## config.mk

```make
export PLATFORM = sky130hd
export DESIGN_NAME = pipe_adder
export DESIGN_NICKNAME = d
export VERILOG_FILES = /design/src/rtl/pipe_adder_pkg.sv /design/src/rtl/csel_block.sv /design/src/rtl/pipe_adder.sv
export SDC_FILE = /design/constraint.sdc
export NUM_CORES = 1
export LEC_CHECK = 0
export CAP_MARGIN = 5
export CORE_MARGIN = 2
export CORE_UTILIZATION = 50
export CTS_CLUSTER_DIAMETER = 80
export DETAILED_ROUTE_END_ITERATION = 10
export GPL_TIMING_DRIVEN = 0
export PLACE_DENSITY = 0.77
export SYNTH_ARGS = -nofsm -noshare
export SYNTH_HDL_FRONTEND = slang
export SYNTH_HIERARCHICAL = 1
export SYNTH_SLANG_ARGS = --single-unit
```

## constraint.sdc

```tcl
create_clock -name clk -period 9 [get_ports clk]
set_input_delay 0.9 -clock clk [delete_from_list [all_inputs] [get_ports clk]]
set_output_delay 0.9 -clock clk [all_outputs]
set_load 0.005 [all_outputs]
```

## src/rtl/pipe_adder_pkg.sv

```systemverilog
// Shared configuration helpers and result flag types for the pipelined carry-select adder.
package pipe_adder_pkg;

    localparam int unsigned DEF_WIDTH  = 32;
    localparam int unsigned DEF_BLOCK  = 4;
    localparam int unsigned DEF_STAGES = 2;

    // A configuration is usable only when every stage holds a whole number of blocks.
    function automatic bit cfg_legal(input int unsigned width,
                                     input int unsigned block,
                                     input int unsigned stages);
        if (stages < 1 || block < 1) return 1'b0;
        return (width % (block * stages)) == 0;
    endfunction

    function automatic int unsigned slice_width(input int unsigned width,
                                                input int unsigned stages);
        return width / stages;
    endfunction

    function automatic int unsigned block_count(input int unsigned width,
                                                input int unsigned block,
                                                input int unsigned stages);
        return (width / stages) / block;
    endfunction

    typedef struct packed {
        logic co;
        logic ovf;
        logic zero;
    } flags_t;

endpackage

```

## src/rtl/csel_block.sv

```systemverilog
// Combinational carry-select block; SELECT=0 degenerates to a plain ripple-carry block.
module csel_block #(
    parameter int unsigned W      = 4,
    parameter bit          SELECT = 1'b1
) (
    input  logic [W-1:0] a,
    input  logic [W-1:0] b,
    input  logic         ci,
    output logic [W-1:0] s,
    output logic         co
);

    function automatic logic [W:0] ripple(input logic [W-1:0] x,
                                          input logic [W-1:0] y,
                                          input logic         c);
        logic [W:0] r;
        logic       cc;
        r  = '0;
        cc = c;
        for (int i = 0; i < int'(W); i++) begin
            r[i] = x[i] ^ y[i] ^ cc;
            cc   = (x[i] & y[i]) | (cc & (x[i] ^ y[i]));
        end
        r[W] = cc;
        return r;
    endfunction

    if (SELECT) begin : g_sel
        logic [W:0] r0;
        logic [W:0] r1;
        // Both carry-in outcomes are precomputed; the late carry only drives the mux.
        assign r0      = ripple(a, b, 1'b0);
        assign r1      = ripple(a, b, 1'b1);
        assign {co, s} = ci ? r1 : r0;
    end else begin : g_rip
        assign {co, s} = ripple(a, b, ci);
    end

endmodule

```

## src/rtl/pipe_adder.sv

```systemverilog
// Pipelined carry-select adder/subtractor with valid/ready handshake and status flags.
// Optional signed saturation of the result when PIPE_ADDER_SAT_EN is defined.
module pipe_adder
    import pipe_adder_pkg::*;
#(
    parameter int unsigned WIDTH  = DEF_WIDTH,
    parameter int unsigned BLOCK  = DEF_BLOCK,
    parameter int unsigned STAGES = DEF_STAGES
) (
    input  logic             clk,
    input  logic             rst_n,
    input  logic             in_valid,
    output logic             in_ready,
    input  logic [WIDTH-1:0] a,
    input  logic [WIDTH-1:0] b,
    input  logic             ci,
    input  logic             sub,
    output logic             out_valid,
    input  logic             out_ready,
    output logic [WIDTH-1:0] s,
    output logic             co,
    output logic             ovf,
    output logic             zero
);

    localparam int unsigned SLICE = slice_width(WIDTH, STAGES);
    localparam int unsigned NBLK  = block_count(WIDTH, BLOCK, STAGES);
    localparam int unsigned LAST  = STAGES - 1;
    localparam int unsigned NPIPE = (STAGES > 1) ? STAGES - 1 : 1;

    typedef struct packed {
        logic [WIDTH-1:0] s;
        flags_t           f;
    } result_t;

    if (!cfg_legal(WIDTH, BLOCK, STAGES)) begin : g_bad_cfg
        $error("pipe_adder: WIDTH must be a multiple of BLOCK*STAGES and STAGES >= 1");
    end

    // Global stall: every stage moves together or not at all.
    logic en;
    assign en       = !out_valid || out_ready;
    assign in_ready = en;

    // Inter-stage registers: index k holds what stage k produced for stage k+1.
    logic [WIDTH-1:0] pa [NPIPE];
    logic [WIDTH-1:0] pb [NPIPE];
    logic [WIDTH-1:0] ps [NPIPE];
    logic             pc [NPIPE];
    logic             pv [NPIPE];

    // Inputs seen by each stage: stage 0 from the ports, later stages from registers.
    logic [WIDTH-1:0] src_a [STAGES];
    logic [WIDTH-1:0] src_b [STAGES];
    logic [WIDTH-1:0] src_s [STAGES];
    logic             src_c [STAGES];
    logic             src_v [STAGES];

    always_comb begin
        src_a[0] = a;
        src_b[0] = sub ? ~b : b;
        src_s[0] = '0;
        src_c[0] = sub | ci;
        src_v[0] = in_valid;
        for (int k = 1; k < int'(STAGES); k++) begin
            src_a[k] = pa[k-1];
            src_b[k] = pb[k-1];
            src_s[k] = ps[k-1];
            src_c[k] = pc[k-1];
            src_v[k] = pv[k-1];
        end
    end

    logic [SLICE-1:0] slice_sum [STAGES];
    logic             slice_co  [STAGES];

    for (genvar k = 0; k < int'(STAGES); k++) begin : g_stage
        logic [NBLK:0]    bc;
        logic [SLICE-1:0] sum;

        assign bc[0] = src_c[k];

        // Lowest block ripples from the stage carry; the rest select on it.
        for (genvar j = 0; j < int'(NBLK); j++) begin : g_blk
            csel_block #(
                .W      (BLOCK),
                .SELECT (j != 0)
            ) u_blk (
                .a  (src_a[k][k*SLICE + j*BLOCK +: BLOCK]),
                .b  (src_b[k][k*SLICE + j*BLOCK +: BLOCK]),
                .ci (bc[j]),
                .s  (sum[j*BLOCK +: BLOCK]),
                .co (bc[j+1])
            );
        end

        assign slice_sum[k] = sum;
        assign slice_co[k]  = bc[NBLK];
    end

    // Accumulated result: lower slices from earlier stages plus this stage's slice.
    logic [WIDTH-1:0] merged [STAGES];

    always_comb begin
        for (int k = 0; k < int'(STAGES); k++) begin
            merged[k]                  = src_s[k];
            merged[k][k*SLICE +: SLICE] = slice_sum[k];
        end
    end

    if (STAGES > 1) begin : g_pipe
        always_ff @(posedge clk or negedge rst_n) begin
            if (!rst_n) begin
                for (int k = 0; k < int'(LAST); k++) pv[k] <= 1'b0;
            end else if (en) begin
                for (int k = 0; k < int'(LAST); k++) pv[k] <= src_v[k];
            end
        end

        // Payload is qualified by the valid bits, so it carries no reset.
        always_ff @(posedge clk) begin
            if (en) begin
                for (int k = 0; k < int'(LAST); k++) begin
                    pa[k] <= src_a[k];
                    pb[k] <= src_b[k];
                    ps[k] <= merged[k];
                    pc[k] <= slice_co[k];
                end
            end
        end
    end

    result_t fin;

    // Final stage: flags from the effective operands, optional saturation, zero last.
    always_comb begin
        logic msb_carry;
        fin.s      = merged[LAST];
        fin.f.co   = slice_co[LAST];
        msb_carry  = src_a[LAST][WIDTH-1] ^ src_b[LAST][WIDTH-1] ^ fin.s[WIDTH-1];
        fin.f.ovf  = msb_carry ^ fin.f.co;
`ifdef PIPE_ADDER_SAT_EN
        if (fin.f.ovf) begin
            fin.s = src_a[LAST][WIDTH-1] ? {1'b1, {(WIDTH-1){1'b0}}}
                                         : {1'b0, {(WIDTH-1){1'b1}}};
        end
`endif
        fin.f.zero = (fin.s == '0);
    end

    result_t res_q;

    // Output register holds the last result whenever no new valid slot arrives.
    always_ff @(posedge clk or negedge rst_n) begin
        if (!rst_n) begin
            out_valid <= 1'b0;
            res_q     <= '0;
        end else if (en) begin
            out_valid <= src_v[LAST];
            if (src_v[LAST]) res_q <= fin;
        end
    end

    assign s    = res_q.s;
    assign co   = res_q.f.co;
    assign ovf  = res_q.f.ovf;
    assign zero = res_q.f.zero;

endmodule

```

==> results of run 1 <==
==> flip-flops by register name, indices dropped and copies added (netlist names) <==
name       count
s             32
pa            16
pb            16
ps            16
co             1
out_valid      1
ovf            1
pc             1
pv             1
zero           1
==> through the flow <==
stage | cell area (um2) | utilization | hold WS [ps]
2_1_floorplan | 4454 | - | 483.4
3_3_place_gp | 5640 | 0.6499 | 488.3
3_5_place_dp | 5635 | 0.6494 | 491.4
4_1_cts | 5883 | 0.6779 | 511.1
5_1_grt | 5883 | 0.6779 | 525.4
6_report | 5883 | 0.6779 | 507.9
==> cells in the final DEF, fill, tap and decap left out, drive strengths merged, types with 2 or more instances in the layout <==
master         synthesis  routed
dfrtp                 37      37
nand2                  3       3
edfxtp                49      49
inv                   69      69
nor4                   8       8
xnor2                  2       2
buf                    8       9
ha                    12      12
clkdlybuf4s50          0     104
mux2i                  6       6
bufinv                 0       3
clkbuf                 0      11
fa                    26      26
xor2                  39      39
nand4                  2       2
mux2                  34      34
==> how the worst max path moves through the flow <==
stage / slack (ps) / to
6_report: 2470 / ps[0][15]
5_1_grt: 2150 / ps[0][15]
4_1_cts: 2410 / ps[0][15]
3_5_place_dp: 2050 / ps[0][15]
3_3_place_gp: 2210 / ps[0][15]
2_1_floorplan: 2540 / ps[0][15]
==> per-layer routing <==
layer  up-vias  track usage  share of wire
met2        65       0.2988           0.52
li1       1185            -              -
met3        15      0.03508          0.048
met4         0      0.08851          0.030
met1      1214       0.2135           0.40
met5         -            0              0
==> cell type report <==
class                   count  area, um2
plain buffers               8      91.34
fillers                   626       2795
multi-input cells         137       1707
repair buffers            105       1046
clock buffers              11      141.4
well taps                 108      135.1
clock inverters             5      106.4
flip-flops and latches     86       2397
inverters                  69      259.0
==> power breakdown <==
group	leakage (nW)	switching (mW)	internal [mW]	total, mW
combinational	1.61	0.165	0.313	0.479
sequential	0.930	0.0659	0.544	0.610
clock	0.120	0.135	0.193	0.328
==> kinds of logic (layout without fill, tap and decap cells) <==
family          count (synthesis)  after routing  synth area share
compound gates                  3              3          0.005056
xor+xnor                       41             41           0.08062
fa+ha+maj                      38             38            0.1506
buf+inv                        77            198           0.07865
flops                          86             86            0.5382
mux                            40             40            0.1239
simple gates                   15             15           0.02304
==> worst max-delay path, delay by kind of cell <==
kind | cells | cell delay (ps)
xor gates and xnor gates | 1 | 230
adders and majority gates | 13 | 4050
buffers and inverters | 12 | 1200
muxes | 3 | 360
==> flow_metrics.tcl, run 1 <==
set metrics [dict create \
    htreeDepth 3 \
    clk_path_buf_depth 2 \
    hold_buffers 0 \
    layout-drive-gt1-share 0.1449 \
    post-route-period-util 0.7258 \
    reg2reg_depth 29 \
    drt_iter0_drc 79 \
    cts_tree "yes" \
    fin_crit_ps 6532 \
    finalNetCount 524 \
    first_pass_iters 4 \
    critPathArrivalTime_ps 6750 \
    finalSetupTns_ps 0 \
    numPortBuffers 105 \
    postRouteAntennaNets 0 \
    status "finished clean" \
    cts-root-buf "clkbuf_8" \
    synthCells 300 \
    syn_area_mm2 0.004454 \
    grt_overflow 0 \
    synth_enable_flop_cells 49 \
    drc 0 \
    critical_path_class "input pin to flop" \
    grt_pass1_wl_um 12830 \
    start_util 0.5133 \
    antenna_cells 0 \
    grt_pass1_vias 2568 \
    setup_viol 0 \
    hold_viol_final 0 \
    place_inst 513 \
    required_ps 9220 \
    synth_warnings 6 \
    p_per_area_mw_per_mm2 240.7 \
    vias 2479 \
    synth_area_leaders "edfxtp_1 (33%), dfrtp_1 (21%), fa_1 (12%), mux2_4 (9.8%), xor2_1 (7.7%)" \
    r2r-end "zero" \
    clkLatencyLatePin_ps 350 \
    num_rows 34 \
    clk_pin_slew_worst_paths_ps 80 \
    whs_endpoint "ovf" \
    max_freq_mhz 153.1 \
    coreArea_mm2 0.008678 \
    synth.net_count 408 \
    cpMaxStageDelayCell "fa_1" \
    report.final.slew_viol_count 0 \
    cpPeakStageDelay_ps 420 \
    synth_top_flop_cell "edfxtp_1" \
    clkSinkCount 86 \
    grt_max_degree 56 \
    min_path_type "flop to flop" \
    synth_cell_types 22 \
    antenna_found_initial 0 \
    ir_drop_v 0.0001035 \
    finalNonFillerCells 529 \
    cp-end-kind "flop" \
    post_cts_buffers 0 \
    grt_usage 0.1757 \
    die_height_um 98.39 \
    async_flop_share 0.4302 \
    syn_area_per_cell_um2 14.85 \
    rr_startpoint "pa[0][16]" \
    cap_viol_max_count 0 \
    power_mw 1.416 \
    synth-seq-cells 86 \
    rsz0062_at_grt "no" \
    die_w_um 98.39 \
    crit_path_frequent_cell "fa_1" \
    max-slew-margin-rel 0.4588 \
    rrSetupSlack_ps 2670 \
    skew_ps 9.387 \
    dp_hpwl_um 6069 \
    place_congestion 0.8024 \
    cellLeakagePower_nw 2.656 \
    wl_um 7784 \
    via_per_inst 4.686 \
    synth_top_area_cell "edfxtp_1" \
    yosysMostFrequentCell "inv_1" \
    dieArea_mm2 0.009680 \
    worstSetupStartpointType "input pin" \
    max_slew.worst_pin.slew_ps 811.8 \
    cts_made_buffers 9 \
    fin_ws_ps 2468 \
    post-place-ws_ps 2053 \
    area_growth_pct 32.08 \
    hp-start "ovf" \
    ys_seq_area_frac 0.5382 \
    cts_resized 0 \
    wire_per_inst_um 14.71 \
    crit_fanout 10 \
    ios 107 \
    crit_path_start "sub" \
    synth_top_area_share 0.3303 \
    synth.cells.most_frequent "inv_1 (69), edfxtp_1 (49), xor2_1 (39), dfrtp_1 (37), mux2_4 (29)" \
    hold_depth 1 \
]
(Power assumes the default switching activity.)
==> run 2, diff against run 1 <==
==> constraint.sdc (replaced) <==
create_clock -name clk -period 6.31 [get_ports clk]
set_input_delay 0.631 -clock clk [delete_from_list [all_inputs] [get_ports clk]]
set_output_delay 0.631 -clock clk [all_outputs]
set_load 0.005 [all_outputs]
==> run 2 against run 1 <==
Net effect:
- first-iteration DRC count shrank 10%
- global-route usage is the same
- die area is the same
- via count is essentially flat
- clock power grew 42%
- combinational power grew 48%
- non-clock buffer count grew 1
- clock skew grew 0.89 ps
- core utilization grew 1.0 points
- register-to-register slack lost 2500 ps
- worst hold slack lost 140 ps
- clock-buffer cell count is the same
==> flow_metrics.tcl, run 2 (synthesis gave the netlist of run 1 again) <==
set metrics [dict create \
    die_height_um 98.39 \
    cellLeakagePower_nw 2.650 \
    vias 2478 \
    coreArea_mm2 0.008678 \
    p_per_area_mw_per_mm2 342.7 \
    dieArea_mm2 0.009680 \
    post-route-util 0.6880 \
    cpPeakStageDelay_ps 410 \
    min_path_type "input pin to async pin" \
    grt_max_degree 56 \
    die_w_um 98.39 \
    r2r-end "ovf" \
    multi_input_area_mm2 0.001778 \
    clk_path_buf_depth 2 \
    num_rows 34 \
    numPortBuffers 105 \
    post-route-period-util 0.9662 \
    cap_viol_max_count 0 \
    worstSetupStartpointType "flop" \
    cpMaxStageDelayCell "edfxtp_1" \
    cts_tree "yes" \
    critical_path_class "flop to flop" \
    grt_usage 0.1757 \
    drt_iter0_drc 71 \
    layout_commonest_cell "clkdlybuf4s50_1" \
    crit_fanout 3 \
    critPathArrivalTime_ps 6340 \
    fin_ws_ps 213.3 \
    cts-root-buf "clkbuf_8" \
    ios 107 \
    reg2reg_depth 29 \
    report.final.slew_viol_count 0 \
    finalNonFillerCells 530 \
    skew_ps 10.27 \
    clkLatencyLatePin_ps 350 \
    final_cell_mix "clkdlybuf4s50_1 (103), inv_1 (59), edfxtp_1 (49)" \
    wl_um 7851 \
    cts_made_buffers 9 \
    finalNetCount 525 \
    register_area_mm2 0.002397 \
    hold_buffers 0 \
    dp_hpwl_um 6069 \
    place_congestion 0.8024 \
    wire_per_inst_um 14.81 \
    finalSetupTns_ps 0 \
    rrSetupSlack_ps 210 \
    drc 0 \
    hold_viol_final 0 \
    ir_drop_v 0.0001479 \
    cp-end-kind "flop" \
    grt_pass1_vias 2572 \
    largest_register_ffs 32 \
    final_cell_area_mm2 0.005971 \
    clkSinkCount 86 \
    htreeDepth 3 \
    grt_overflow 0 \
    area_growth_pct 34.05 \
    crit_path_frequent_cell "fa_2" \
    status "finished clean" \
    required_ps 6550 \
    max_freq_mhz 164.0 \
    fin_crit_ps 6097 \
    clk_pin_slew_worst_paths_ps 80 \
    max_slew.worst_pin.slew_ps 812.1 \
    whs_ps 365.8 \
    postRouteAntennaNets 0 \
    power_mw 2.046 \
    place_inst 513 \
    rr_startpoint "pa[0][16]" \
    first_pass_iters 4 \
    antenna_found_initial 0 \
    nFillCells 611 \
    grt_pass1_wl_um 12830 \
    max-slew-margin-rel 0.4586 \
    via_per_inst 4.675 \
    layout-drive-gt1-share 0.2180 \
    post-place-ws_ps -368.1 \
    setup_viol 0 \
    antenna_cells 0 \
    placed_area_mm2 0.005635 \
    start_util 0.5133 \
]
[run 2: cell types whose count changed in the layout (fill, tap and decap cells not counted), sizes merged]
cell / delta
dlymetal6s2s: +1
clkdlybuf4s50: -1
buf: +1
[run 2: worst max-delay path by stage]
stage | endpoint | startpoint | slack [ps]
4_1_cts | ovf | pa[0][16] | 30
3_3_place_gp | ps[0][15] | sub | -210
2_1_floorplan | ps[0][15] | sub | 120
6_report | ovf | pa[0][16] | 210
3_5_place_dp | ps[0][15] | sub | -370
5_1_grt | ovf | pa[0][16] | -30
[run 2: power breakdown]
| part | total (mW) | internal, mW | switching (mW) |
|---|---|---|---|
| clock network | 0.466 | 0.275 | 0.192 |
| registers | 0.873 | 0.776 | 0.0971 |
| logic | 0.707 | 0.462 | 0.245 |
[run 2: what timing repair did]
| action | 4_1_cts | 5_1_grt |
|---|---|---|
| setup endpoints to repair | 3 | 3 |
| setup buffers | 0 | 1 |
| pin swaps | 0 | 5 |
| resized for setup | 5 | 29 |
[run 2: cell type report]
cell class	instances	share of cell area
clock inverters	5	0.01781
plain buffers	8	0.01635
inverters	69	0.04338
repair buffers	106	0.1769
well taps	108	0.02263
multi-input cells	137	0.2978
clock buffers	11	0.02368
flip-flops and latches	86	0.4015
[run 2: worst max-delay path, delay by kind of cell (launching register included)]
kind / cells / cell delay [ps]
xor+xnor: 2 / 270
fa+ha+maj: 13 / 4000
buf+inv: 10 / 620
flops: 1 / 410
mux: 4 / 710
[run 2: per-layer routing]
layer,wire length (um),share of wire,up-vias,track usage
met5,0,0,-,0
met4,233,0.030,0,0.08851
met3,380,0.048,15,0.03508
met2,4140,0.53,67,0.2988
met1,3097,0.39,1212,0.2135
li1,-,-,1184,-
